$ cat config.mk
export PLATFORM = sky130hd
export DESIGN_NAME = mult_seq
export DESIGN_NICKNAME = d
export VERILOG_FILES = /design/src/rtl/mult_seq.sv
export SDC_FILE = /design/constraint.sdc
export NUM_CORES = 1
export LEC_CHECK = 0
export ABC_AREA = 1
export CORE_MARGIN = 4
export CORE_UTILIZATION = 59
export DETAILED_ROUTE_END_ITERATION = 10
export PLACE_DENSITY_LB_ADDON = 0.2
export SLEW_MARGIN = 20
export SYNTH_ARGS = -nofsm -noshare
export SYNTH_HDL_FRONTEND = slang
export SYNTH_SLANG_ARGS = --single-unit
export TNS_END_PERCENT = 50
$ cat constraint.sdc
create_clock -name clk -period 2.65 [get_ports clk]
set_input_delay 0.6625 -clock clk [delete_from_list [all_inputs] [get_ports clk]]
set_output_delay 0.6625 -clock clk [all_outputs]
set_load 0.02 [all_outputs]
$ cat src/rtl/mult_seq.sv
// Sequential radix-2 shift-add multiplier: WIDTH cycles of CALC, one DONE cycle.
// Define MULT_SEQ_SIGNED_EN to enable signed (magnitude/negate) operation.
module mult_seq #(
   parameter int WIDTH = 32
) (
   input  logic               clk,
   input  logic               reset,
   input  logic               start,
   input  logic               sign,
   input  logic [WIDTH-1:0]   a,
   input  logic [WIDTH-1:0]   b,
   output logic               busy,
   output logic               done,
   output logic [2*WIDTH-1:0] z
);

   localparam int CW = $clog2(WIDTH + 1);

   typedef enum logic [1:0] {IDLE, CALC, DONE} state_t;

   state_t             state_reg, state_next;
   logic [2*WIDTH-1:0] mcand_reg, mcand_next;
   logic [2*WIDTH-1:0] acc_reg, acc_next;
   logic [2*WIDTH-1:0] z_reg, z_next;
   logic [WIDTH-1:0]   mplier_reg, mplier_next;
   logic [CW-1:0]      cnt_reg, cnt_next;

   logic [WIDTH-1:0]   a_mag, b_mag;
   logic [2*WIDTH-1:0] sum;
   logic [2*WIDTH-1:0] result;

   assign sum = mplier_reg[0] ? (acc_reg + mcand_reg) : acc_reg;

`ifdef MULT_SEQ_SIGNED_EN
   logic neg_reg;

   // The most-negative value negates to itself, which read as unsigned is 2^(WIDTH-1).
   assign a_mag  = (sign && a[WIDTH-1]) ? -a : a;
   assign b_mag  = (sign && b[WIDTH-1]) ? -b : b;
   assign result = neg_reg ? -sum : sum;

   always_ff @(posedge clk) begin
      if (!reset)
         neg_reg <= 1'b0;
      else if (state_reg == IDLE && start)
         neg_reg <= sign & (a[WIDTH-1] ^ b[WIDTH-1]);
   end
`else
   logic unused_sign;

   assign unused_sign = sign;
   assign a_mag       = a;
   assign b_mag       = b;
   assign result      = sum;
`endif

   always_comb begin
      state_next  = state_reg;
      mcand_next  = mcand_reg;
      acc_next    = acc_reg;
      mplier_next = mplier_reg;
      cnt_next    = cnt_reg;
      z_next      = z_reg;
      case (state_reg)
         IDLE: begin
            if (start) begin
               state_next  = CALC;
               mcand_next  = {{WIDTH{1'b0}}, a_mag};
               acc_next    = '0;
               mplier_next = b_mag;
               cnt_next    = CW'(WIDTH);
            end
         end
         CALC: begin
            acc_next    = sum;
            mcand_next  = mcand_reg << 1;
            mplier_next = mplier_reg >> 1;
            cnt_next    = cnt_reg - CW'(1);
            // Last bit: publish the final product as DONE is entered, so z is valid with done.
            if (cnt_reg == CW'(1)) begin
               state_next = DONE;
               z_next     = result;
            end
         end
         DONE:    state_next = IDLE;
         default: state_next = IDLE;
      endcase
   end

   always_ff @(posedge clk) begin
      if (!reset) begin
         state_reg  <= IDLE;
         mcand_reg  <= '0;
         acc_reg    <= '0;
         mplier_reg <= '0;
         cnt_reg    <= '0;
         z_reg      <= '0;
      end else begin
         state_reg  <= state_next;
         mcand_reg  <= mcand_next;
         acc_reg    <= acc_next;
         mplier_reg <= mplier_next;
         cnt_reg    <= cnt_next;
         z_reg      <= z_next;
      end
   end

   assign busy = (state_reg != IDLE);
   assign done = (state_reg == DONE);
   assign z    = z_reg;

endmodule

==> flow_metrics.tcl, run 1 <==
set metrics [dict create \
    yosys_warnings 0 \
    core_area_um2 26000 \
    finalSetupViolCount 0 \
    switchingPower_mw 2.78 \
    endpoint "z[53]$_SDFFE_PN0P_" \
    postRouteAntennaNets 0 \
    path_clk_slew_ps 60 \
    numCtsBuffers 25 \
    total_power_mw 9.29 \
    yosysSeqAreaShare_pct 29.9 \
    min-delay-start "mplier_reg[1]$_SDFFE_PN0P_" \
    clock-root-buffer "clkbuf_16" \
    fill_cells 2317 \
    die-width_um 170 \
    gp_congestion 1.02 \
    end_kind "register" \
    final_cell_mix "nand2_1 (916), inv_1 (492), dfxtp_1 (230), nor2_1 (209), nand3_1 (162)" \
    dpl_cell_area_um2 17300 \
    fin_tns_setup_ps 0 \
    start_util_pct 59.8 \
    cp.required_ps 3110 \
    clkSinkCount 232 \
    setup.worst_path.start_class "register" \
    clkPwrFrac_pct 39.0 \
    ys.flop_type "dfxtp_1" \
    r2r_end "z[53]$_SDFFE_PN0P_" \
    worstPathArrival_ps 2930 \
    stdcell_area_um2 18200 \
    grt_use_total_pct 32.8 \
    synthesis.instances 2602 \
    timing.fmax_mhz 405 \
    grt_overflow 0 \
    fin_crit_ps 2470 \
    synthArstFlopShare_pct 0 \
    wl_mm 47.7 \
    synth_seq_cells 232 \
    clk_latency_ps 560 \
    finalCritPeriodShare_pct 93.1 \
    cp_max_fo 5 \
    synth_area_um2 15500 \
    tritoncts "yes" \
    grt_pass1_wl_mm 77.7 \
    wire_per_inst_um 15.5 \
    ios 134 \
    ys_types 47 \
    grt_max_degree 67 \
    fin_skew_ps 21.0 \
    critPathLaunch "mcand_reg[19]$_SDFFE_PN0P_" \
    layout_commonest_cell "nand2_1" \
    final_hold_viol_count 0 \
    cts_setup_buffers 0 \
    synth_fp_nets 2736 \
    hold_class "register to register" \
    dieArea_um2 29000 \
    p_comb_share_pct 19.2 \
    grt_pass1_vias 15500 \
    syn_avg_cell_area_um2 5.97 \
    cts_htree_levels 1 \
    nets 2854 \
    maxCapViolCount 0 \
    crit_type "register to register" \
    cts_buffer_depth 3 \
    hpwlAfterDp_mm 37.0 \
    outcome "complete, no violations" \
    diodes 0 \
    rr_worst_depth 14 \
    rsz0062_at_grt "no" \
    num_rows 59 \
    remaining_drc_errors 0 \
    p_sw_share_pct 29.9 \
    first_pass_iters 5 \
    drive_gt1_share_pct 6.03 \
    die_h_um 170 \
    cellInternalPower_mw 6.51 \
    slew_headroom_pct 52.0 \
    routed_via_density 5.23 \
    leakage_nw 9.49 \
    p_per_area_nw_per_um2 511 \
    slew_viol_final 0 \
    seq_power_share_pct 41.8 \
    vias 16100 \
    antenna_found_initial 0 \
    regToRegSetupSlack_ps 180 \
    synth_edf_count 0 \
    tightest_slew_ps 719 \
    drt_iter0_drc 1418 \
    irDropWorstVdd_v 0.000633 \
    reg2reg_from "mcand_reg[19]$_SDFFE_PN0P_" \
    area_delta_synth_final_pct 17.0 \
    placement.io_buffers 132 \
]
==> metal layers <==
layer / routed length [um] / track usage, % / vias up
met1: 21600 / 44.3 / 7247
met2: 21000 / 53.4 / 516
li1: - / - / 8228
met4: 1590 / 10.3 / 0
met5: 0 / 0 / -
met3: 3560 / 6.13 / 87
==> per-stage QoR <==
step           util [%]  cells  setup WS (ps)  hold slack, ps
6_report           70.0   3073            183             460
3_5_place_dp       66.4   3028            128             445
2_1_floorplan         -   2602            568             428
4_1_cts            69.6   3073           83.3             463
5_1_grt            70.0   3073           24.6             485
3_3_place_gp       66.4   3028            180             441
==> repair_timing <==
action | 4_1_cts | 5_1_grt
endpoints found under the setup margin | 0 | 36
hold buffers | 0 | 0
gates resized for setup | 0 | 24
endpoints found under the hold margin | 0 | 0
==> power groups by stage <==
stage,clock [mW],combinational [mW],sequential [mW]
floorplan,0,1.13,3.97
global placement,0,1.70,3.94
detailed placement,0,1.74,3.95
CTS,3.66,1.76,3.88
global route,3.81,1.97,3.90
finish,3.63,1.78,3.88
==> worst min-delay path by stage <==
| stage | slack [ps] | depth (start not counted) | endpoint |
|---|---|---|---|
| floorplan | 430 | 2 | mplier_reg[10]$_SDFFE_PN0P_ |
| global placement | 440 | 2 | mplier_reg[20]$_SDFFE_PN0P_ |
| detailed placement | 450 | 2 | mplier_reg[1]$_SDFFE_PN0P_ |
| CTS | 460 | 2 | mplier_reg[1]$_SDFFE_PN0P_ |
| global route | 490 | 2 | mplier_reg[1]$_SDFFE_PN0P_ |
| finish | 460 | 2 | mplier_reg[1]$_SDFFE_PN0P_ |
==> worst max-delay path, stage by stage, from the launching register on <==
cell,delay [ps]
dfxtp_1,370
ha_1,370
nand2_1,180
nor2_1,170
nand2_1,120
nor2_1,100
nand2_1,60
nand3_1,260
nand2_1,240
nand2_1,150
nand2_1,60
nand3_1,80
nand3_1,90
nand2_1,80
inv_1,40
==> logic make-up after synthesis <==
kind of cell,Yosys count,synth area share [%]
flops,232,29.9
buf+inv,583,14.7
compound gates,292,10.7
simple gates,1371,35.9
fa+ha+maj,66,5.36
mux,28,1.80
xor+xnor,30,1.69
==> final cells by class <==
type / count / area, um2 / area share, %
clock buffers: 32 / 682 / 3.75
clock inverters: 13 / 164 / 0.902
inverters: 503 / 1890 / 10.4
multi-input cells: 1787 / 8700 / 47.9
flip-flops and latches: 232 / 4650 / 25.6
well taps: 335 / 419 / 2.31
repair buffers: 171 / 1680 / 9.22
==> synthesized netlist by cell type (2+ instances only) <==
cell type    n  area share, %
xor2_1      17           0.96
nand4_1      2          0.081
a22oi_1     14           0.68
and2_1       2          0.081
o211ai_1     9           0.43
nor3_1      12           0.39
nor3_2       6           0.39
mux2i_1     28            1.8
ha_1        65            5.2
o21ai_1     10           0.32
dfxtp_1    232             30
nand2_2     17           0.68
inv_2       11           0.27
clkbuf_8     4           0.35
o21ai_0    123            4.0
nor2_1     212            5.1
buf_1        4          0.097
nand3_2      4           0.26
inv_1      492             12
xnor2_1     13           0.73
a22o_1       7           0.39
a31o_2       3           0.17
clkbuf_1    42            1.0
o32ai_1      2           0.11
a21oi_1     64            2.1
nor2_2      16           0.64
o22ai_1     45            1.8
nand3_1    167            5.4
o21bai_1    10           0.48
buf_2       26           0.84
buf_4        2          0.097
nand2_1    926             22
Note: power is estimated with default switching activity, not from simulation.
==> run 2: changes to the inputs <==
--- a/config.mk
+++ b/config.mk
@@ -7,8 +7,9 @@
 export LEC_CHECK = 0
 export ABC_AREA = 1
 export CORE_MARGIN = 4
-export CORE_UTILIZATION = 59
+export CORE_UTILIZATION = 60
 export DETAILED_ROUTE_END_ITERATION = 10
+export DONT_BUFFER_PORTS = 1
 export PLACE_DENSITY_LB_ADDON = 0.2
 export SLEW_MARGIN = 20
 export SYNTH_ARGS = -nofsm -noshare
==> run 2 against run 1 <==
Effect of this change:
- cell area shrank 8.1%
- clock skew shrank 8.2 ps
- die area shrank 1.6%
- global-route usage shrank 0.39 points
- total power shrank 4.8%
- sequential power grew 2%
- largest cell class unchanged
- highest routed layer unchanged
==> flow_metrics.tcl, run 2 (synthesized netlist as in run 1, its figures left out) <==
set metrics [dict create \
    irDropWorstVdd_v 0.000701 \
    clock-root-buffer "clkbuf_16" \
    start_util_pct 61.3 \
    timing.final.ws_setup_ps 108 \
    numCtsBuffers 24 \
    grt_pass1_wl_mm 75.1 \
    drt_iter0_drc 1477 \
    drive_gt1_share_pct 5.89 \
    hpwlAfterDp_mm 36.3 \
    crit_type "register to register" \
    stdcell_area_um2 16700 \
    cp_slowest_cell "a21oi_1" \
    cp_max_fo 5 \
    cts_buffer_depth 3 \
    vias 15500 \
    cts_htree_levels 1 \
    final_cell_mix "nand2_1 (914), inv_1 (492), dfxtp_1 (230), nor2_1 (211), nand3_1 (162)" \
    grt_overflow 0 \
    wl_mm 47.0 \
    slew_headroom_pct 57.0 \
    slew_viol_final 0 \
    finalSetupViolCount 0 \
    cp_cell_sequence "ha_1 > nand2_1 > inv_1 > nand2_1 > nand2_1 > nand2_1 > nand2_1 > nand2_1 > nand2_1 > a21oi_1 > nand2_1 > nand2_1 > nand3_1 > nand3_1 > o21ai_0" \
    dpl_cell_area_um2 15800 \
    num_rows 58 \
    path_delay_family "simple AND/OR/NAND/NOR gates" \
    end_kind "register" \
    first_pass_iters 5 \
    grt_pass1_vias 14400 \
    cts_setup_buffers 0 \
    p_per_area_nw_per_um2 529 \
    nets 2716 \
    hold_class "input pin to register" \
    ctsHoldBuffers 0 \
    fin_crit_ps 2540 \
    leakage_nw 8.97 \
    dieArea_um2 28500 \
    tightest_slew_ps 645 \
    finalCritPeriodShare_pct 95.9 \
    clk_latency_ps 540 \
    path_buf_inv 1 \
    fin_skew_ps 12.8 \
    die_h_um 169 \
    layout_commonest_cell "nand2_1" \
    clkSinkCount 232 \
    placement.io_buffers 0 \
    fin_util_pct 65.9 \
    ios 134 \
    final_hold_viol_count 0 \
    maxCapViolCount 0 \
    crit_path_frequent_cell "nand2_1" \
    grt_max_degree 65 \
    area_delta_synth_final_pct 7.51 \
    core_area_um2 25300 \
    wire_per_inst_um 16.1 \
    postRouteAntennaNets 0 \
    die-width_um 169 \
    remaining_drc_errors 0 \
    place_ws_ps 90.1 \
    worst_path_largest_cell_delay_ps 460 \
    tritoncts "yes" \
    path_clk_slew_ps 60 \
    worstPathArrival_ps 2950 \
    fin_tns_setup_ps 0 \
    rsz0062_at_grt "no" \
    diodes 0 \
    cp.required_ps 3060 \
    outcome "complete, no violations" \
    gp_congestion 1.00 \
    antenna_found_initial 0 \
    holdWs_ps 230 \
    timing.fmax_mhz 393 \
    setup.worst_path.start_class "register" \
    grt_use_total_pct 32.4 \
    routed_via_density 5.29 \
]
run 2: layout make-up:
cell class | instances | area [um2]
sequential | 232 | 4650
clock buffer | 35 | 682
tap | 330 | 413
clock inverter | 8 | 105
inverter | 503 | 1890
multi-input combinational | 1787 | 8700
fill | 2390 | 8630
timing repair buffer | 34 | 268
run 2: worst paths after layout:
kind                               startpoint  slack [ps]                     endpoint  cells past startpoint
hold / removal                          reset         230   mcand_reg[14]$_SDFFE_PN0P_                      2
setup reg to reg   mcand_reg[19]$_SDFFE_PN0P_         110     acc_reg[49]$_SDFFE_PN0P_                     15
hold reg to reg   mplier_reg[26]$_SDFFE_PN0P_         470  mplier_reg[26]$_SDFFE_PN0P_                      2
setup / recovery   mcand_reg[19]$_SDFFE_PN0P_         110     acc_reg[49]$_SDFFE_PN0P_                     15
run 2: through the flow:
step	power, mW	instances
final	8.84	2929
after floorplan	5.10	2602
after global routing	9.22	2929
after CTS	8.87	2929
after detailed placement	5.47	2886
after global placement	5.41	2886
run 2: what timing repair did:
| item | in CTS | in global routing |
|---|---|---|
| endpoints found under the setup margin | 0 | 43 |
| resized for setup | 0 | 22 |
| hold endpoints to repair | 0 | 0 |
run 2: where the power goes:
part | internal, mW | switching (mW) | total [mW]
Clock | 1.98 | 1.43 | 3.41
Combinational | 0.474 | 0.998 | 1.47
Sequential | 3.72 | 0.243 | 3.96
Total | 6.17 | 2.67 | 8.84
run 2: layer usage:
layer	wire length [um]	GRT usage, %
met5	0	0
met4	1270	8.57
met3	3950	4.69
met2	20600	52.2
met1	21300	45.7
==> run 3: changes to the inputs <==
--- a/config.mk
+++ b/config.mk
@@ -11,7 +11,7 @@
 export DETAILED_ROUTE_END_ITERATION = 10
 export DONT_BUFFER_PORTS = 1
 export PLACE_DENSITY_LB_ADDON = 0.2
-export SLEW_MARGIN = 20
+export SLEW_MARGIN = 15
 export SYNTH_ARGS = -nofsm -noshare
 export SYNTH_HDL_FRONTEND = slang
 export SYNTH_SLANG_ARGS = --single-unit
==> results of run 3 <==
Same layout as run 2: the final DEF is identical, and so are final timing and power.
